===== src/rtl/stopwatch_ctrl_pkg.sv =====
// Shared run-control definitions: FSM state encoding and width, also used by
// the display/debug logic.
package stopwatch_ctrl_pkg;

   localparam int unsigned STATE_W = 3;

   typedef enum logic [STATE_W-1:0] {
      IDLE = 3'd0,
      RUN  = 3'd1,
      LAP  = 3'd2,
      STOP = 3'd3,
      CLR  = 3'd4
   } sw_state_e;

endpackage


===== src/rtl/stopwatch_ctrl_btn_debounce.sv =====
// Two-flop synchroniser, counting debouncer and one-cycle press pulse for one
// raw push-button.
module btn_debounce #(
   parameter int unsigned DB_CNT = 3
) (
   input  logic clk_frq,
   input  logic rst,
   input  logic btn_raw,
   output logic btn_press
);

   localparam int unsigned CW = $clog2(DB_CNT + 1);
   localparam logic [CW-1:0] CNT_LAST = CW'(DB_CNT - 1);

   logic          s1;
   logic          s2;
   logic          db;
   logic          db_d;
   logic [CW-1:0] cnt;

   always_ff @(posedge clk_frq or posedge rst) begin
      if (rst) begin
         s1        <= 1'b0;
         s2        <= 1'b0;
         db        <= 1'b0;
         db_d      <= 1'b0;
         cnt       <= '0;
         btn_press <= 1'b0;
      end else begin
         s1        <= btn_raw;
         s2        <= s1;
         db_d      <= db;
         btn_press <= db & ~db_d;
         // Any sample agreeing with db restarts the run, so short glitches never flip it
         if (s2 == db) begin
            cnt <= '0;
         end else if (cnt == CNT_LAST) begin
            db  <= ~db;
            cnt <= '0;
         end else begin
            cnt <= cnt + CW'(1);
         end
      end
   end

endmodule


===== src/rtl/stopwatch_ctrl.sv =====
// Stopwatch run control: debounced start/stop and lap/clear buttons driving a
// Moore run/stop/lap/clear FSM that enables, clears and freezes the BCD counter.
module stopwatch_ctrl
   import stopwatch_ctrl_pkg::*;
#(
   parameter int unsigned DB_CNT = 3
) (
   input  logic               clk_frq,
   input  logic               rst,
   input  logic               btn_ss,
   input  logic               btn_lap,
   input  logic               ovf,
   output logic               cnt_en,
   output logic               cnt_clr,
   output logic               disp_hold,
   output logic [STATE_W-1:0] state
);

   logic      ss_press;
   logic      lap_press;
   sw_state_e state_q;
   sw_state_e state_d;

   btn_debounce #(.DB_CNT(DB_CNT)) u_db_ss (
      .clk_frq   (clk_frq),
      .rst       (rst),
      .btn_raw   (btn_ss),
      .btn_press (ss_press)
   );

   btn_debounce #(.DB_CNT(DB_CNT)) u_db_lap (
      .clk_frq   (clk_frq),
      .rst       (rst),
      .btn_raw   (btn_lap),
      .btn_press (lap_press)
   );

   always_ff @(posedge clk_frq or posedge rst) begin
      if (rst) state_q <= IDLE;
      else     state_q <= state_d;
   end

   // Priority ovf > ss > lap; a losing press is simply dropped
   always_comb begin
      state_d = state_q;
      case (state_q)
         IDLE: if (ss_press) state_d = RUN;
         RUN: begin
            if (ovf)            state_d = STOP;
            else if (ss_press)  state_d = STOP;
            else if (lap_press) state_d = LAP;
         end
         LAP: begin
            if (ovf)            state_d = STOP;
            else if (ss_press)  state_d = STOP;
            else if (lap_press) state_d = RUN;
         end
         STOP: begin
            if (ss_press)       state_d = RUN;
            else if (lap_press) state_d = CLR;
         end
         CLR:     state_d = IDLE;
         default: state_d = IDLE;
      endcase
   end

   always_comb begin
      cnt_en    = 1'b0;
      cnt_clr   = 1'b0;
      disp_hold = 1'b0;
      case (state_q)
         RUN: cnt_en = 1'b1;
         LAP: begin
            cnt_en    = 1'b1;
            disp_hold = 1'b1;
         end
         CLR:     cnt_clr = 1'b1;
         default: ;
      endcase
   end

   assign state = state_q;

endmodule

===== config.mk =====
export PLATFORM = sky130hd
export DESIGN_NAME = stopwatch_ctrl
export DESIGN_NICKNAME = d
export VERILOG_FILES = /design/src/rtl/stopwatch_ctrl_pkg.sv /design/src/rtl/stopwatch_ctrl_btn_debounce.sv /design/src/rtl/stopwatch_ctrl.sv
export SDC_FILE = /design/constraint.sdc
export NUM_CORES = 1
export LEC_CHECK = 0
export CORE_MARGIN = 2
export CORE_UTILIZATION = 48
export DETAILED_ROUTE_END_ITERATION = 8
export GPL_TIMING_DRIVEN = 0
export PLACE_DENSITY = 0.74
export SKIP_LAST_GASP = 1
export SYNTH_ARGS = -nofsm -noshare
export SYNTH_HDL_FRONTEND = slang
export SYNTH_SLANG_ARGS = --single-unit
export TNS_END_PERCENT = 100

===== constraint.sdc =====
create_clock -name clk_frq -period 1.15 [get_ports clk_frq]
set_input_delay 0.1725 -clock clk_frq [delete_from_list [all_inputs] [get_ports clk_frq]]
set_output_delay 0.1725 -clock clk_frq [all_outputs]
set_load 0.1 [all_outputs]

* Yosys cells after proc, flatten, opt, wreduce, memory -nomap -nowiden
Index checks and enable logic that the tools add are counted.
Cells by class: bitwise logic cells 8, shift-type cells 0, $add $sub $neg 2, reduce and logical (&&, ||, !) cells 5, muxes and demuxes 17, eq/ne operators 12, div/mod/pow operators 0, magnitude comparators 0, multiply operators 0
Operator list (count):
- two-way mux 3 bit | 9
- case mux 3 bit (4 select lines) | 1
- two-way mux 2 bit | 4
- inequality test 4 x 2 -> 1 bit, second input constant | 2
- equality test 3 x 2 -> 1 bit, second input constant | 2
- NOT 1 bit | 6
- adder 2 x 1 -> 2 bit, second input constant | 2
- equality test 2 bit, second input constant | 2
- AND reduction 2 bit | 2
- AND reduction 4 bit | 1
- equality test 3 x 1 -> 1 bit, second input constant | 1
- equality test 3 bit, second input constant | 1
- logical NOT 3 bit | 1
- two-way mux 1 bit | 3
- inequality test 3 x 1 -> 1 bit, second input constant | 1
- bitwise AND 1 bit | 2
- equality test 1 bit | 2
- inequality test 2 x 1 -> 1 bit, second input constant | 1
- OR reduction 2 bit | 1
Word-level totals: output and inout bits 6, input bits 5, RAM bits 0, memory bits (read-only) 0, word-level logic and storage cells 57, flip-flop bits (word level) 17, latch bits 0, memories 0

* Longest topological paths before layout
Gate-level depths: netlist (run 1).
depth in word-level cells 4, mapped depth 4, gate-level depth less buffers 3

* Hierarchy
Synthesis (run 1) repeated with hierarchy kept, for this count alone.
Second synthesis, totals: cells, all modules 51, area, all modules 681.9 um^2
Modules (own cells, without submodules):
- btn_debounce | area an instance 240.2 um^2, sequential area each 175.2 um^2, cells each 14, times used 2
- stopwatch_ctrl | area an instance 201.4 um^2, sequential area each 75.1 um^2, cells each 23, times used 1

* Worst setup path before layout (run 1)
Ideal clock, no wire load.
path type register to output, start point reg state_q[2] (netlist: state[2]), end point out cnt_clr, data arrival time 3.213 ns, path buffers 0, cell stages (with the launch flop) 3, path slack -2.236 ns, data required time 0.978 ns, path through dfrtp_1 > inv_1 > nor3_1
On the way: cells in the longest elaborated chain, start to end 2
RTL lines:
- start: declaration | RTL line stopwatch_ctrl.sv:21 | sw_state_e state_q;
- start signal: assignment | RTL line stopwatch_ctrl.sv:40 | else state_q <= state_d;
- equality test 3 bit | RTL line stopwatch_ctrl.sv:71 | case (state_q)
- two-way mux 1 bit | RTL line stopwatch_ctrl.sv:71
- end: declaration | RTL line stopwatch_ctrl.sv:14 | output logic cnt_clr,
No other way between the ends.

* Final worst setup path (run 1)
start point reg state_q[0] (netlist: state[0]), end point out cnt_en
On the way: cells in the longest elaborated chain, start to end 3, elaborated cells between the ends (all ways) 4, those cells by class eq/ne (2); mux (1); reduce/logical (1)
RTL lines:
- equality test 3 x 2 -> 1 bit / equality test 3 x 1 -> 1 bit (equally long branches) | RTL line stopwatch_ctrl.sv:71
- OR reduction 2 bit (no source line) *
- two-way mux 1 bit * | RTL line stopwatch_ctrl.sv:71
- end: declaration | RTL line stopwatch_ctrl.sv:13 | output logic cnt_en,
Mark *: on every way between the ends. The rest lies on a longest branch, timed or not.

==> flow_metrics.tcl, run 1 <==
set metrics [dict create \
    grt-ovfl-total 0 \
    antenna_cells 0 \
    drive_gt1_share_pct 41.43 \
    core_sq_um 1252 \
    io_buffers 10 \
    top_layer_used "met4" \
    grt_max_degree 18 \
    synth_edf_count 0 \
    tightest_slew_ps 600.9 \
    crit_buf_inv 2 \
    synth.avg_cell_area_sq_um 12.77 \
    min_path_type "input pin to async pin" \
    clk_latency_ps 280 \
    multiInputGateArea_sq_um 232.7 \
    fin_util_pct 76.22 \
    synth_nets 54 \
    netlist.area_leader.share_pct 68.00 \
    drt_iter0_drc 1 \
    startpoint_type "flip-flop" \
    slew_viol_final 0 \
    critPathCaptureType "output port" \
    seqCellArea_sq_um 436.7 \
    yosysWarnings 0 \
    synth_largest_area_cell "dfrtp_1" \
    slew_headroom_pct 59.90 \
    critPathKind "flip-flop to output port" \
    die_w_um 40.10 \
    vias 407 \
    required_ps 980 \
    synthArstFlopShare_pct 100.0 \
    drtAntennaViolNets 0 \
    path_clk_slew_ps 90 \
    synth-seq-area-share_pct 68.00 \
    cp_max_fo 5 \
    die_h_um 40.10 \
    path_cells "buf_8 > xnor2_2 > nor2_4 > buf_12" \
    rows 13 \
    holdBufCountCts 0 \
    whs_ps 261.4 \
    root_buffer "clkbuf_4" \
    outcome "finished, violations left" \
    finalCritPeriodShare_pct 132.3 \
    synth.most_common_cell "dfrtp_1" \
    rsz0062_at_grt "yes" \
    fin_tns_setup_ps -1698 \
    die_area_sq_um 1608 \
    met1_length_um 420 \
    start_util_pct 49.95 \
    arrival_ps 1350 \
    pin_count 11 \
    synth_common_cells "dfrtp_1, nor2_1, nor2b_1, nor3_1, xnor2_1" \
    syn_inst 49 \
    setup_ws_ps -371.6 \
    grt_pass1_wl_mm 1.552 \
    dp_slack_ps -1007 \
    clockBufferDepth 2 \
    violations "negative setup slack" \
    cts.sinks 17 \
    h-tree-depth 1 \
    setup_viol 8 \
    ys_seq_elements 17 \
    gp_congestion 0.6433 \
    ys_top_cells_by_area "dfrtp_1, xnor2_1, nor2b_1, mux2_2, nor3_1" \
    route.detailed.drc 0 \
    cap_violations 0 \
    drt-total-wl_mm 1.001 \
    cp_slowest_cell "dfrtp_4" \
    drt_pass1_iterations 2 \
    fin_worst_skew_ps 5.520 \
    cp_top_family "flip-flops" \
    wl_met2_um 529 \
    period_minus_slack_ps 1522 \
    track_usage_pct 15.79 \
    antenna_found_initial 0 \
    netlist_area_sq_um 625.6 \
    wl_per_cell_um 11.78 \
    cts_tree "built" \
    cts_buffers 3 \
    max_stage_delay_ps 500 \
    via_per_inst 4.788 \
    finalNetCount 76 \
    synth_ff_type "dfrtp_1" \
    hpwl_um 648.4 \
    synth_cell_type_count 18 \
    final-hold-violation-count 0 \
    areaGrowthSynthToFinish_pct 52.60 \
    wl_met3_um 42 \
    fmax_mhz 657.2 \
    fillers 77 \
    grt_pass1_vias 388 \
]
-- cell families (layout without fill, tap and decap cells) --
logic type | Yosys count | after routing | synth area share (%)
AOI/OAI and AO/OA | 7 | 7 | 8.000
buffers and inverters | 3 | 24 | 2.000
and+or+nand+nor | 17 | 17 | 14.20
muxes | 2 | 2 | 3.600
DFF | 17 | 17 | 68.00
xor gates and xnor gates | 3 | 3 | 4.201
-- cell usage in the layout (no fill, tap or decap), drive strengths merged --
cell	Yosys	final
a21boi	1	1
buf	1	14
clkbuf	0	4
clkdlybuf4s50	0	4
dfrtp	17	17
inv	2	2
mux2	2	2
nand2	2	2
nand2b	1	1
nor2	4	4
nor2b	4	4
nor3	4	4
nor3b	2	2
o21a	1	1
o21ai	2	2
o21bai	1	1
o311ai	1	1
o31a	1	1
xnor2	3	3
-- state kept, by name (all words and copies together) (netlist names) --
name	flops
state	3
u_db_lap.cnt	2
u_db_ss.cnt	2
u_db_lap.btn_press	1
u_db_lap.db	1
u_db_lap.db_d	1
u_db_lap.s1	1
u_db_lap.s2	1
u_db_ss.btn_press	1
u_db_ss.db	1
u_db_ss.db_d	1
u_db_ss.s1	1
u_db_ss.s2	1
-- worst paths after layout --
check | start | end | slack, ps | cells after the start
setup / recovery | state[0] | cnt_en | -370 | 4
hold / removal | rst | u_db_ss.s2 | 260 | 2
setup reg to reg | state[0] | state[0] | -240 | 5
hold reg to reg | u_db_lap.s1 | u_db_lap.s2 | 360 | 0
max in group asynchronous | rst | state[1] | 440 | 2
min in group clk_frq | btn_lap | u_db_lap.s1 | 330 | 1
-- cell type report --
cell class	instances	area share (%)
Clock buffer	4	2.752
Buffer	1	1.573
Tap cell	15	1.966
Multi-Input combinational cell	29	24.38
Sequential cell	17	45.74
Timing Repair Buffer	17	22.28
Inverter	2	1.311
-- routing by layer --
metal	GRT usage, %	up-vias
met2	25.40	10
li1	-	205
met5	0	-
met3	2.222	2
met1	17.54	190
met4	15.52	0
-- what timing repair did --
item / 4_1_cts / 5_1_grt
hold endpoints to repair: 0 / 0
buffers inserted: 5 / 2
endpoints found under the setup margin: 6 / 8
pin swaps: 2 / 3
gates resized for setup: 53 / 4
-- through the flow --
stage | std cells | instance area (sq um)
floorplan | 49 | 683.2
global placement | 74 | 802.0
finish | 85 | 954.7
global route | 85 | 954.7
CTS | 83 | 925.9
detailed placement | 74 | 802.0
Power of run 1 is not shown: default switching activity piles up to over one toggle a cycle in this logic, so the estimate is an artifact.
==> run 2: changes to the inputs <==
Settings changed: CORE_AREA from default to 2 2 39 41, CORE_MARGIN 2 to default, CORE_UTILIZATION 48 to default, DIE_AREA from default to 0 0 41 43, PLACE_DENSITY 0.74 to 0.72.
Clock period 1.15 ns to 1.9 ns, I/O delays scaled along.
==> run 2 against run 1 <==
The run now ends clean. Core utilization shrank 20 points. Non-clock buffer count decreased by 7. Sequential share of layout area up 9.0 points. Clock-buffer cell count down 1. Sequential cell count is the same. Clock skew is 3.2 ps lower. Via count rose by 0.49%. First-iteration DRC count unchanged. Register-to-register slack gained 1100 ps. Global-route usage fell by 3.1 points. Cell count fell by 7.1%. Routed wire length fell by 13%.
==> flow_metrics.tcl, run 2 (synthesis gave the netlist of run 1 again) <==
set metrics [dict create \
    outcome "finished clean" \
    fin_tns_setup_ps 0 \
    track_usage_pct 12.67 \
    slew_viol_final 0 \
    grt-ovfl-total 0 \
    antenna_cells 0 \
    core_sq_um 1384 \
    tightest_slew_ps 947.0 \
    drt_pass1_iterations 4 \
    clockBufferDepth 2 \
    grt_max_degree 18 \
    cap_violations 0 \
    rsz0062_at_grt "yes" \
    route.detailed.drc 0 \
    drtAntennaViolNets 0 \
    grt_pass1_vias 376 \
    drive_gt1_share_pct 26.98 \
    mostFrequentLayoutCell "dfrtp_1" \
    start_util_pct 45.21 \
    final-hold-violation-count 0 \
    fmax_mhz 544.2 \
    cts.sinks 17 \
    areaGrowthSynthToFinish_pct 25.40 \
    cts_buffers 3 \
    cts_tree "built" \
    rows 14 \
    vias 409 \
    critPathKind "flip-flop to output port" \
    clk_latency_ps 280 \
    required_ps 1620 \
    largest_reg_flops 3 \
    root_buffer "clkbuf_4" \
    cp_max_fo 8 \
    startpoint_type "flip-flop" \
    period_minus_slack_ps 1838 \
    reg2reg_depth 3 \
    gp_congestion 0.6314 \
    via_per_inst 5.177 \
    grt_pass1_wl_mm 1.449 \
    die_h_um 43 \
    path_clk_slew_ps 100 \
    drt-total-wl_um 874 \
    io_buffers 10 \
    h-tree-depth 1 \
    fillers 129 \
    drt_iter0_drc 1 \
    arrival_ps 1550 \
    finalNetCount 69 \
    die_w_um 41 \
    layout_common_cells "dfrtp_1, buf_2, nor2b_1, clkdlybuf4s50_1" \
    regToRegSetupSlack_ps 820 \
    slew_headroom_pct 37.12 \
    pin_count 11 \
    min_path_type "input pin to async pin" \
    wl_per_cell_um 11.06 \
    hpwl_um 642.9 \
    setup_viol 0 \
    critPathCaptureType "output port" \
    finalCritPeriodShare_pct 96.72 \
    fin_worst_skew_ps 2.356 \
    die_area_sq_um 1763 \
    antenna_found_initial 0 \
]
-- run 2: layer usage --
layer / share of wire (%) / global-route usage [%] / vias up / wire length [um]
met5: 0 / 0 / - / 0
met4: 1.4 / 12.00 / 0 / 12
met3: 6.5 / 1.571 / 2 / 57
met2: 47 / 18.13 / 12 / 415
met1: 44 / 15.47 / 200 / 388
li1: - / - / 195 / -
-- run 2: stage by stage --
| step | hold slack, ps | utilization, % | std cells | area [sq um] | worst slack, ps |
|---|---|---|---|---|---|
| after detailed placement | 337.2 | 56.06 | 75 | 775.7 | -339.0 |
| final | 356.1 | 56.69 | 79 | 784.5 | 62.28 |
| after floorplan | 210.9 | - | 49 | 655.6 | -51.54 |
| after global placement | 336.1 | 56.06 | 75 | 775.7 | -318.1 |
| after global routing | 369.4 | 56.69 | 79 | 784.5 | -0.5342 |
| after CTS | 363.4 | 57.41 | 79 | 794.5 | -87.37 |
-- run 2: worst paths after layout --
kind | startpoint | endpoint
worst max-delay path | state[0] | cnt_en
worst min-delay path | rst | state[0]
worst max register to register | state[0] | state[0]
worst min register to register | u_db_ss.s1 | u_db_ss.s2
max in group asynchronous | rst | state[2]
min in group clk_frq | u_db_ss.s1 | u_db_ss.s2
-- run 2: layout make-up --
type,instances,area (sq um),share of cell area [%]
buffer,1,5.005,0.6380
clock buffer,3,22.52,2.871
clock inverter,1,7.507,0.9569
inverter,2,7.507,0.9569
multi-input combinational,29,214.0,27.27
sequential,17,429.2,54.71
tap,16,20.02,2.552
timing repair buffer,10,78.83,10.05
-- run 2: repair_timing --
| action | in CTS | in global routing |
|---|---|---|
| resized for setup | 17 | 4 |
| setup endpoints to repair | 6 | 3 |
| buffers inserted | 0 | 0 |
| hold buffers | 0 | 0 |
-- run 2: critical path, cell delays in order, from the launching register on --
cell,delay (ps)
dfrtp_2,410
buf_2,190
xnor2_1,170
nor2_4,80
buf_2,420
Power of run 2 is left out for the same reason.
==> run 3: changes to the inputs <==
Clock period 1.9 ns to 2.14 ns, I/O delays scaled along.
==> run 3 against run 2 <==
Clock-buffer cell count is 1 higher. Worst hold slack hardly changed. Clock skew is 0.55 ps lower. Non-clock buffer count stayed put. Global-route usage is 0.43 points higher. Routed wire length is 3.9% lower. Sequential cell count stayed put. Die area stayed put. Sequential share of layout area is 1.2 points lower. First-iteration DRC count grew to 4.0 times the previous value. Critical endpoint is now state[1]. Highest routed layer unchanged.
==> flow_metrics.tcl, run 3 (synthesis gave the netlist of run 1 again) <==
set metrics [dict create \
    outcome "finished clean" \
    arrival_ps 1670 \
    gp_congestion 0.6387 \
    required_ps 1820 \
    tightest_slew_ps 964.6 \
    cts_tree "built" \
    antenna_found_initial 0 \
    rr_startpoint "state[0]" \
    period_minus_slack_ps 1991 \
    layout_common_cells "dfrtp_1, nor2b_1, clkdlybuf4s50_1" \
    min_path_type "flip-flop to flip-flop" \
    reg2reg_depth 3 \
    finalNetCount 69 \
    critPathCapture "state[1]" \
    die_w_um 41 \
    core_sq_um 1384 \
    drt_iter0_drc 4 \
    worstSetupStartpoint "state[1]" \
    grt-ovfl-total 0 \
    final-hold-violation-count 0 \
    fin_cells 79 \
    h-tree-depth 1 \
    setup_viol 0 \
    fmax_mhz 502.3 \
    regToRegSetupSlack_ps 1080 \
    slew_headroom_pct 35.59 \
    die_h_um 43 \
    wl_per_cell_um 10.63 \
    hpwl_um 641.7 \
    crit_buf_inv 1 \
    fin_util_pct 57.59 \
    path_clk_slew_ps 90 \
    mostFrequentLayoutCell "dfrtp_1" \
    max_stage_delay_ps 890 \
    rows 14 \
    die_area_sq_um 1763 \
    drtAntennaViolNets 0 \
    cts.sinks 17 \
    cp_slowest_cell "dlygate4sd2_1" \
    rsz0062_at_grt "no" \
    clk_latency_ps 280 \
    crit_cells 1 \
    fin_worst_skew_ps 1.808 \
    critPathCaptureType "output port" \
    via_per_inst 5.139 \
    drive_gt1_share_pct 20.63 \
    antenna_cells 0 \
    design_area_sq_um 797.0 \
    cap_violations 0 \
    drt-total-wl_um 840 \
    slew_viol_final 0 \
    start_util_pct 45.21 \
    cp_max_fo 7 \
    cts_buffers 3 \
    io_buffers 10 \
    vias 406 \
    startpoint_type "flip-flop" \
    rr_endpoint "state[0]" \
    route.detailed.drc 0 \
    finalCritPeriodShare_pct 93.03 \
    drt_pass1_iterations 4 \
    track_usage_pct 13.10 \
    cp_top_family "buffers and inverters" \
    clockBufferDepth 2 \
    grt_pass1_vias 396 \
    critPathKind "flip-flop to output port" \
    pin_count 11 \
    root_buffer "clkbuf_4" \
    path_cells "dlygate4sd2_1" \
    dpl_cell_area_sq_um 773.2 \
    grt_pass1_wl_mm 1.476 \
    areaGrowthSynthToFinish_pct 27.40 \
    grt_max_degree 18 \
    place_inst 75 \
    largest_reg_flops 3 \
]
## run 3: cell types whose count changed in the layout (fill, tap and decap cells not counted)
cell and delta:
clkdlybuf4s15_2 +2, clkbuf_1 +1, buf_2 -3, dlymetal6s2s_1 +1
dfrtp_1 +2, clkinvlp_4 -1, dfrtp_2 -2, dlygate4sd2_1 +1
clkdlybuf4s15_1 -1
## run 3: worst min path at each step
stage | slack (ps) | depth (start not counted) | start | endpoint
after global placement | 330 | 0 | u_db_ss.s1 | u_db_ss.s2
after floorplan | 250 | 1 | rst | state[1]
final | 360 | 0 | u_db_ss.s1 | u_db_ss.s2
after global routing | 370 | 0 | u_db_ss.s1 | u_db_ss.s2
after CTS | 360 | 0 | u_db_ss.s1 | u_db_ss.s2
after detailed placement | 340 | 0 | u_db_ss.s1 | u_db_ss.s2
## run 3: final cells by class
cell class / count / area (sq um)
fillers: 128 / 586.8
flip-flops and latches: 17 / 426.7
inverters: 2 / 7.507
repair buffers: 10 / 97.59
multi-input cells: 29 / 214.0
well taps: 16 / 20.02
clock buffers: 4 / 26.28
plain buffers: 1 / 5.005
## run 3: through the flow
stage | setup WS [ps] | hold WS, ps | setup TNS, ps
detailed placement | -132.8 | 336.3 | -307.1
global route | 58.24 | 367.8 | 0
finish | 149.1 | 355.6 | 0
global placement | -113.4 | 333.6 | -236.3
CTS | -145.1 | 356.9 | -145.1
floorplan | -242.0 | 247.0 | -242.0
## run 3: what timing repair did
action,4_1_cts,5_1_grt
resized for setup,10,2
endpoints found under the hold margin,0,0
endpoints found under the setup margin,5,2
buffers inserted,0,0
hold buffers,0,0
## run 3: metal layers
layer / wire (um) / GRT usage (%)
met5: 0 / 0
met4: 23 / 8.000
met3: 58 / 4.712
met2: 421 / 21.25
met1: 337 / 13.36
Power of run 3 is left out for the same reason.
